$ cat src/rtl/pc_trace_monitor.sv
// PC trace monitor: sequences CPU reset, records distinct PCs in a circular trace,
// keeps a rotate-XOR signature and stops on a PC halt or a RUN-cycle timeout.
module pc_trace_monitor #(
  parameter int WIDTH        = 32,
  parameter int DEPTH        = 16,
  parameter int RESET_CYCLES = 2,
  parameter int HALT_CYCLES  = 8,
  parameter int TIMEOUT      = 1000
) (
  input  logic                     clk,
  input  logic                     rst,
  input  logic [WIDTH-1:0]         pc,
  input  logic                     pc_valid,
  input  logic [$clog2(DEPTH)-1:0] rd_addr,
  output logic                     cpu_rst,
  output logic [WIDTH-1:0]         rd_data,
  output logic [$clog2(DEPTH):0]   trace_count,
  output logic [WIDTH-1:0]         signature,
  output logic [31:0]              cycles,
  output logic [1:0]               status,
  output logic                     done
);

  localparam int AW  = $clog2(DEPTH);
  localparam int RCW = $clog2(RESET_CYCLES + 1);
  localparam int HCW = $clog2(HALT_CYCLES + 1);

  typedef enum logic [1:0] {
    ST_RESET   = 2'b00,
    ST_RUN     = 2'b01,
    ST_HALTED  = 2'b10,
    ST_TIMEOUT = 2'b11
  } state_t;

  state_t           state_r;
  logic [RCW-1:0]   rst_cnt_r;
  logic [WIDTH-1:0] mem_r [DEPTH];
  logic [AW-1:0]    wr_ptr_r;
  logic [AW:0]      count_r;
  logic [WIDTH-1:0] sig_r;
  logic [31:0]      cycles_r;
  logic [HCW-1:0]   halt_cnt_r;
  logic [WIDTH-1:0] last_pc_r;
  logic             have_last_r;
  logic             cpu_rst_r;
  logic             done_r;

  logic             is_new_s;
  logic             is_rep_s;
  logic [HCW-1:0]   halt_inc_s;
  logic             halt_hit_s;
  logic             timeout_hit_s;
  logic [31:0]      cycles_inc_s;
  logic [AW-1:0]    rd_idx_s;

  function automatic logic [WIDTH-1:0] rotl1(input logic [WIDTH-1:0] v);
    return {v[WIDTH-2:0], v[WIDTH-1]};
  endfunction

  // Classify the current sample and detect halt/timeout for this edge.
  always_comb begin
    is_new_s = 1'b0;
    is_rep_s = 1'b0;
    if (state_r == ST_RUN && pc_valid) begin
      if (!have_last_r || pc != last_pc_r) begin
        is_new_s = 1'b1;
      end else begin
        is_rep_s = 1'b1;
      end
    end else begin
      is_new_s = 1'b0;
      is_rep_s = 1'b0;
    end
    if (cycles_r == 32'hFFFF_FFFF) begin
      cycles_inc_s = cycles_r;
    end else begin
      cycles_inc_s = cycles_r + 32'd1;
    end
    // halt_cnt_r stays below HALT_CYCLES while in RUN, so the increment cannot overflow.
    halt_inc_s    = halt_cnt_r + HCW'(1);
    halt_hit_s    = is_rep_s && (halt_inc_s == HCW'(HALT_CYCLES));
    timeout_hit_s = (state_r == ST_RUN) && (cycles_inc_s == 32'(TIMEOUT));
  end

  // Monitor FSM with trace buffer, signature and counters.
  always_ff @(posedge clk) begin
    if (rst) begin
      state_r     <= ST_RESET;
      rst_cnt_r   <= {RCW{1'b0}};
      wr_ptr_r    <= {AW{1'b0}};
      count_r     <= {(AW + 1){1'b0}};
      sig_r       <= {WIDTH{1'b0}};
      cycles_r    <= 32'd0;
      halt_cnt_r  <= {HCW{1'b0}};
      last_pc_r   <= {WIDTH{1'b0}};
      have_last_r <= 1'b0;
      cpu_rst_r   <= 1'b1;
      done_r      <= 1'b0;
      for (int i = 0; i < DEPTH; i++) begin
        mem_r[i] <= {WIDTH{1'b0}};
      end
    end else begin
      case (state_r)
        ST_RESET: begin
          if (rst_cnt_r + RCW'(1) == RCW'(RESET_CYCLES)) begin
            state_r     <= ST_RUN;
            cpu_rst_r   <= 1'b0;
            rst_cnt_r   <= {RCW{1'b0}};
            have_last_r <= 1'b0;
          end else begin
            rst_cnt_r <= rst_cnt_r + RCW'(1);
          end
        end
        ST_RUN: begin
          cycles_r <= cycles_inc_s;
          if (is_new_s) begin
            mem_r[wr_ptr_r] <= pc;
            wr_ptr_r        <= wr_ptr_r + AW'(1);
            sig_r           <= rotl1(sig_r) ^ pc;
            halt_cnt_r      <= {HCW{1'b0}};
            last_pc_r       <= pc;
            have_last_r     <= 1'b1;
            if (count_r != (AW + 1)'(DEPTH)) begin
              count_r <= count_r + (AW + 1)'(1);
            end
          end else if (is_rep_s) begin
            halt_cnt_r <= halt_inc_s;
          end
          // Halt takes precedence when both conditions land on the same edge.
          if (halt_hit_s) begin
            state_r <= ST_HALTED;
            done_r  <= 1'b1;
          end else if (timeout_hit_s) begin
            state_r <= ST_TIMEOUT;
            done_r  <= 1'b1;
          end
        end
        ST_HALTED, ST_TIMEOUT: begin
          state_r <= state_r;
        end
        default: begin
          state_r   <= ST_RESET;
          cpu_rst_r <= 1'b1;
          done_r    <= 1'b0;
        end
      endcase
    end
  end

  // Trace read: index 0 is the newest entry; slots beyond the fill level read as zero.
  always_comb begin
    rd_idx_s = wr_ptr_r - AW'(1) - rd_addr;
    if ({1'b0, rd_addr} < count_r) begin
      rd_data = mem_r[rd_idx_s];
    end else begin
      rd_data = {WIDTH{1'b0}};
    end
  end

  assign cpu_rst     = cpu_rst_r;
  assign done        = done_r;
  assign status      = state_r;
  assign trace_count = count_r;
  assign signature   = sig_r;
  assign cycles      = cycles_r;

endmodule

$ cat config.mk
export PLATFORM = sky130hd
export DESIGN_NAME = pc_trace_monitor
export DESIGN_NICKNAME = d
export VERILOG_FILES = /design/src/rtl/pc_trace_monitor.sv
export SDC_FILE = /design/constraint.sdc
export NUM_CORES = 1
export LEC_CHECK = 0
export CELL_PAD_IN_SITES_DETAIL_PLACEMENT = 2
export CELL_PAD_IN_SITES_GLOBAL_PLACEMENT = 2
export CORE_ASPECT_RATIO = 0.7
export CORE_MARGIN = 1
export CORE_UTILIZATION = 40
export CTS_CLUSTER_DIAMETER = 150
export DETAILED_ROUTE_END_ITERATION = 6
export PLACE_DENSITY_LB_ADDON = 0.12
export SYNTH_ARGS = -nofsm -noshare
export SYNTH_HDL_FRONTEND = slang
export SYNTH_SLANG_ARGS = --single-unit
$ cat constraint.sdc
create_clock -name clk -period 4.8 [get_ports clk]
set_input_delay 0.96 -clock clk [delete_from_list [all_inputs] [get_ports clk]]
set_output_delay 0.96 -clock clk [all_outputs]
set_load 0.1 [all_outputs]
==> results of run 1 <==
flip-flops by register name (all words and copies together) (netlist names):
name	flops
mem_r	512
signature	32
rst_cnt_r	2
cpu_rst	1
done	1
trace_count	5
status	2
wr_ptr_r	4
halt_cnt_r	4
have_last_r	1
cycles	32
last_pc_r	32
worst min-delay path by stage:
stage / cells past startpoint / slack, ns / endpoint / start
after global placement: 2 / 0.45 / last_pc_r[18] / last_pc_r[18]
final: 2 / 0.47 / last_pc_r[8] / last_pc_r[8]
after CTS: 2 / 0.47 / last_pc_r[29] / last_pc_r[29]
after detailed placement: 2 / 0.46 / last_pc_r[29] / last_pc_r[29]
after floorplan: 2 / 0.45 / last_pc_r[1] / last_pc_r[1]
after global routing: 2 / 0.49 / last_pc_r[1] / last_pc_r[1]
cell usage in the layout, fill, tap and decap left out, drive strengths merged, types with 3 or more instances in the layout:
master         count
inv               15
nor2              98
buf              221
nand4             17
ha                15
edfxtp           512
nor4              20
mux2i             34
clkdlybuf4s50    108
xor2              50
and4               8
o32ai              3
nand3             34
nand2             99
and3              11
a211oi            96
clkbuf            96
xnor2             64
or2               17
or3                4
nor3              29
nand2b             9
a21oi             47
o21ai             11
dfxtp            116
mux4             128
a311oi             3
nand3b             3
diode              5
o211ai             3
clkinv            20
and2             520
a31oi              3
nor2b             34
cell families after synthesis:
logic type      after synthesis  share of synthesized area [%]
simple gates                907                           17.6
flops                       628                           59.7
buf+inv                     233                           3.47
mux                         163                           10.9
xor+xnor                    114                           3.37
compound gates              183                           4.23
fa+ha+maj                    16                          0.701
critical path, cell delays in order:
cell and delay, ns:
dlygate4sd2_1 0.20, inv_2 0.06, ha_4 0.17, fa_4 0.86, buf_12 0.16, buf_12 0.12
buf_12 0.10, buf_16 0.12, buf_4 0.12, mux4_2 0.33, mux2i_2 0.27, a211oi_4 0.12
buf_12 0.18
area by class of cell:
| type | count | area share (%) |
|---|---|---|
| diodes | 5 | 0.0343 |
| clock inverters | 24 | 0.450 |
| well taps | 977 | 3.35 |
| multi-input cells | 1383 | 31.8 |
| repair buffers | 332 | 10.4 |
| flip-flops and latches | 628 | 48.6 |
| inverters | 14 | 0.144 |
| clock buffers | 96 | 5.24 |
through the flow:
step	hold WS (ns)	setup slack [ns]	area, um2	instances	TNS [ns]
2_1_floorplan	0.445	-0.0831	30000	2244	-2.46
5_1_grt	0.491	0.00227	36400	3457	0
3_3_place_gp	0.453	-0.236	33900	3313	-3.37
3_5_place_dp	0.464	-0.236	33900	3313	-3.43
6_report	0.471	0.0589	36400	3459	0
4_1_cts	0.473	0.0394	36400	3454	0
metal layers:
| metal | vias up | GRT usage [%] | share of wire [%] | wire length [um] |
|---|---|---|---|---|
| met3 | 105 | 4.57 | 5.8 | 6030 |
| met4 | 0 | 6.02 | 1.7 | 1710 |
| met2 | 605 | 45.3 | 48 | 49400 |
| met5 | - | 0 | 0 | 0 |
| met1 | 10558 | 39.4 | 45 | 46000 |
| li1 | 8413 | - | - | - |
what timing repair did:
item,CTS,global route
hold endpoints to repair,0,0
gates cloned,4,0
setup endpoints to repair,32,2
pin swaps,19,0
resized for setup,45,2
buffers inserted,17,0
hold buffers,0,0
power by group through the flow:
stage	Sequential, mW	Clock, mW	Combinational [mW]
final	6.21	5.14	2.71
after global routing	6.23	5.43	2.83
after CTS	6.21	5.23	2.72
after detailed placement	6.32	0	2.57
after global placement	6.30	0	2.52
after floorplan	6.55	0	1.32
==> flow_summary.json, run 1 <==
{
  "finalSetupViolCount": 0,
  "cp-start-kind": "input pin",
  "synthArstFlopShare_pct": 0,
  "critPathLaunch": "rd_addr[0]",
  "hp-class": "reg2reg",
  "ant_nets": 0,
  "dp_hpwl_um": 64000,
  "pwr_density_cell_nw_per_um2": 386,
  "drcViolationCount": 4,
  "hold_violations": 0,
  "syn_inst": 2244,
  "end_kind": "output pin",
  "violations": "design-rule violations",
  "path_class": "in2out",
  "worst_slew_pin_slew_ns": 1.04,
  "final_util_pct": 49.7,
  "power_frac_seq_pct": 44.2,
  "antenna_found_initial": 15,
  "seqCellArea_um2": 17700,
  "leakage_nw": 13.0,
  "insertion_delay_ns": 0.63,
  "period_share_pct": 98.8,
  "swShare_pct": 28.4,
  "grt_overflow": 0,
  "start_util_pct": 40.4,
  "routed_via_density": 5.69,
  "internal_power_mw": 10.1,
  "fill_cells": 6987,
  "synth_common_cells": "517 x and2_1, 512 x edfxtp_1, 162 x clkbuf_1",
  "syn2layout_area_growth_pct": 22.9,
  "p_switching_mw": 3.99,
  "reg2reg_to": "done",
  "power_frac_comb_pct": 19.3,
  "io_buffers": 143,
  "clock-sinks": 628,
  "worst-endpoint-arrival_ns": 3.78,
  "required_ns": 3.84,
  "reg2reg_from": "cycles[0]",
  "critPathCapture": "rd_data[10]",
  "synth_top_area_share_pct": 51.9,
  "r2r_slack_ns": 1.61,
  "place.gp.congestion": 0.906,
  "clkPwrFrac_pct": 36.6,
  "clock-root-buffer": "clkbuf_16",
  "maxCapViolCount": 0,
  "synthTopCellsByArea": "edfxtp_1 52%, and2_1 11%, mux4_2 9.7%",
  "synth-edff-count": 512,
  "synth_most_common_cell": "and2_1",
  "routed_wl_um": 103000,
  "cts_made_buffers": 69,
  "grt_usage_pct": 27.9,
  "finalPower_mw": 14.1,
  "cp_max_fo": 7,
  "synth_area_leader_cell": "edfxtp_1",
  "die_h_um": 230,
  "timing.fmax_mhz": 211,
  "fp.dieW_um": 327,
  "slew_headroom_pct": 30.4,
  "drive_gt1_share_pct": 22.7,
  "multiInputGateArea_um2": 11600,
  "die-area_um2": 75200,
  "fin_crit_ns": 4.74,
  "drv_slew": 0,
  "grt_pass1_vias": 21900,
  "rows": 83,
  "clk_pin_slew_worst_paths_ns": 0.06,
  "clockBufferDepth": 3,
  "clock_skew_ns": 0.0287,
  "tritoncts": "done",
  "rsz0062_at_grt": "no",
  "synth_area_per_cell_um2": 13.2,
  "grt_max_degree": 58,
  "io_pins": 144,
  "core_area_um2": 73300,
  "ys_ff_latch": 628,
  "first_pass_iters": 6,
  "drt_first_iter_violations": 1523,
  "route.vias.total": 19681,
  "reg2reg_depth": 8,
  "wl_per_cell_um": 29.8,
  "fin_nets": 2483,
  "synth_fp_nets": 2299,
  "outcome": "finished, violations left",
  "netlist_area_um2": 29600,
  "peakVddDrop_mv": 0.250,
  "grt_pass1_wl_um": 152000,
  "synthFlopType": "edfxtp_1",
  "ys_seq_area_share_pct": 59.7,
  "synth_warnings": 0,
  "synth_cell_types": 66,
  "htree_levels": 3
}
Note: power is estimated with default switching activity, not from simulation.
==> run 2: changes to the inputs <==
--- a/config.mk
+++ b/config.mk
@@ -9,7 +9,7 @@
 export CELL_PAD_IN_SITES_GLOBAL_PLACEMENT = 2
 export CORE_ASPECT_RATIO = 0.7
 export CORE_MARGIN = 1
-export CORE_UTILIZATION = 40
+export CORE_UTILIZATION = 39
 export CTS_CLUSTER_DIAMETER = 150
 export DETAILED_ROUTE_END_ITERATION = 6
 export PLACE_DENSITY_LB_ADDON = 0.12
==> constraint.sdc (replaced) <==
create_clock -name clk -period 3.8 [get_ports clk]
set_input_delay 0.76 -clock clk [delete_from_list [all_inputs] [get_ports clk]]
set_output_delay 0.76 -clock clk [all_outputs]
set_load 0.1 [all_outputs]
==> flow_summary.json, run 2 (same netlist as run 1, synthesis figures left out) <==
{
  "ant_nets": 0,
  "drv_slew": 0,
  "multiInputGateArea_um2": 11900,
  "finalPower_mw": 18.0,
  "grt_overflow": 0,
  "end_kind": "output pin",
  "fin_nets": 2540,
  "grt_max_degree": 117,
  "rows": 84,
  "rsz0062_at_grt": "yes",
  "clock_skew_ns": 0.0312,
  "io_buffers": 143,
  "hold_start": "last_pc_r[31]",
  "routed_via_density": 5.65,
  "crit_buf_inv": 9,
  "fin_crit_ns": 4.28,
  "clock-sinks": 628,
  "hold_violations": 0,
  "outcome": "finished, violations left",
  "syn2layout_area_growth_pct": 26.6,
  "drcViolationCount": 0,
  "slew_headroom_pct": 27.8,
  "r2r_slack_ns": 0.64,
  "final_cell_mix": "516 x and2_1, 512 x edfxtp_1, 171 x buf_4, 128 x mux4_2, 111 x dfxtp_1",
  "insertion_delay_ns": 0.63,
  "pre_cts_slack_ns": -1.08,
  "worst-endpoint-arrival_ns": 3.52,
  "regMostFlops": "mem_r",
  "drt_first_iter_violations": 1804,
  "timing.fmax_mhz": 234,
  "timing.critical_path.cells": "buf_6, buf_12, inv_12, ha_4, fa_4, buf_12, buf_12, buf_12, buf_6, mux4_2, a211oi_2, buf_4, a211oi_4, buf_12",
  "grt_pass1_wl_um": 155000,
  "die_h_um": 233,
  "clockBufferDepth": 3,
  "route.vias.total": 19935,
  "maxCapViolCount": 0,
  "place.gp.congestion": 0.916,
  "core_area_um2": 75100,
  "pwr_density_cell_nw_per_um2": 480,
  "tritoncts": "done",
  "htree_levels": 3,
  "critPathLaunch": "rd_addr[0]",
  "cp-start-kind": "input pin",
  "largest_register_ffs": 512,
  "reg2reg_from": "cycles[0]",
  "violations": "negative setup slack",
  "fp.dieW_um": 332,
  "fin_ws_ns": -0.478,
  "cp_top_family": "buffers and inverters",
  "io_pins": 144,
  "die-area_um2": 77100,
  "worst_path_max_delay_cell": "fa_4",
  "grt_usage_pct": 28.2,
  "seqCellArea_um2": 17700,
  "hp-class": "reg2reg",
  "dp_hpwl_um": 68900,
  "routed_wl_um": 108000,
  "period_share_pct": 113,
  "drive_gt1_share_pct": 26.9,
  "leakage_nw": 13.5,
  "first_pass_iters": 5,
  "finalSetupViolCount": 32,
  "grt_pass1_vias": 21726,
  "clk_pin_slew_worst_paths_ns": 0.06,
  "worst_slew_pin_slew_ns": 1.08,
  "fill_cells": 7011,
  "antenna_found_initial": 10,
  "crit_top_cell": "buf_12",
  "wl_per_cell_um": 30.7,
  "cts_made_buffers": 67,
  "peakVddDrop_mv": 0.282,
  "path_class": "in2out",
  "start_util_pct": 39.4,
  "cp_max_fo": 8,
  "required_ns": 3.04,
  "max_stage_delay_ns": 0.85,
  "final_common_cell": "and2_1",
  "clock-root-buffer": "clkbuf_16",
  "postCtsHoldBufs": 0
}
## run 2: changes by cell type in the layout (fill, tap and decap cells not counted), sizes merged
cell,previous run,this run
buf,221,286
clkdlybuf4s50,108,102
clkinv,20,17
clkbuf,96,98
inv,15,17
bufbuf,1,0
clkdlybuf4s15,0,1
diode,5,4
dlygate4sd2,2,1
## run 2: worst reg2reg max path: cells and delay by family, from the launching register on
family                     cells  cell delay [ns]
and+or+nand+nor                4             1.19
AOI/OAI and AO/OA              3             1.08
DFF                            1             0.43
adders and majority gates      1             0.38
## run 2: what timing repair did
item                       4_1_cts  5_1_grt
buffers inserted                19       10
cloned                           5        1
gates resized for setup         89       33
setup endpoints to repair       32       32
pin swaps                       25       22
## run 2: layer usage
layer / vias to the layer above / share of wire, % / GRT usage [%]
met1: 10641 / 45 / 40.0
met4: 2 / 2.2 / 6.35
met3: 138 / 6.0 / 5.03
li1: 8506 / - / -
met2: 648 / 46 / 45.0
met5: - / 0.010 / 0
## run 2: path summary, 6_finish.rpt
| check | endpoint | depth (start not counted) |
|---|---|---|
| max | rd_data[31] | 14 |
| max reg2reg | status[1] | 8 |
| min | last_pc_r[31] | 2 |
| min reg2reg | last_pc_r[31] | 2 |
## run 2: power by group
part           switching [mW]  leakage, nW  internal, mW
sequential              0.153         6.23          7.70
clock                    2.86         1.04          3.69
combinational            2.11         6.24          1.49
## run 2: metrics by stage
stage	hold slack [ns]	util, %	std cells	TNS, ns	area, um2
2_1_floorplan	0.445	-	2244	-1.94	30300
3_3_place_gp	0.453	46.0	3378	-28.57	34600
3_5_place_dp	0.463	46.0	3378	-29.57	34600
4_1_cts	0.470	49.7	3519	-10.86	37400
5_1_grt	0.497	49.9	3527	-14.17	37500
6_report	0.471	49.9	3529	-11.88	37500
## run 2: area by class of cell
type	count	area share, %
Antenna cell	4	0.0267
Clock buffer	97	5.17
Clock inverter	23	0.457
Inverter	14	0.173
Multi-Input combinational cell	1383	31.6
Sequential cell	628	47.2
Tap cell	989	3.30
Timing Repair Buffer	391	12.1
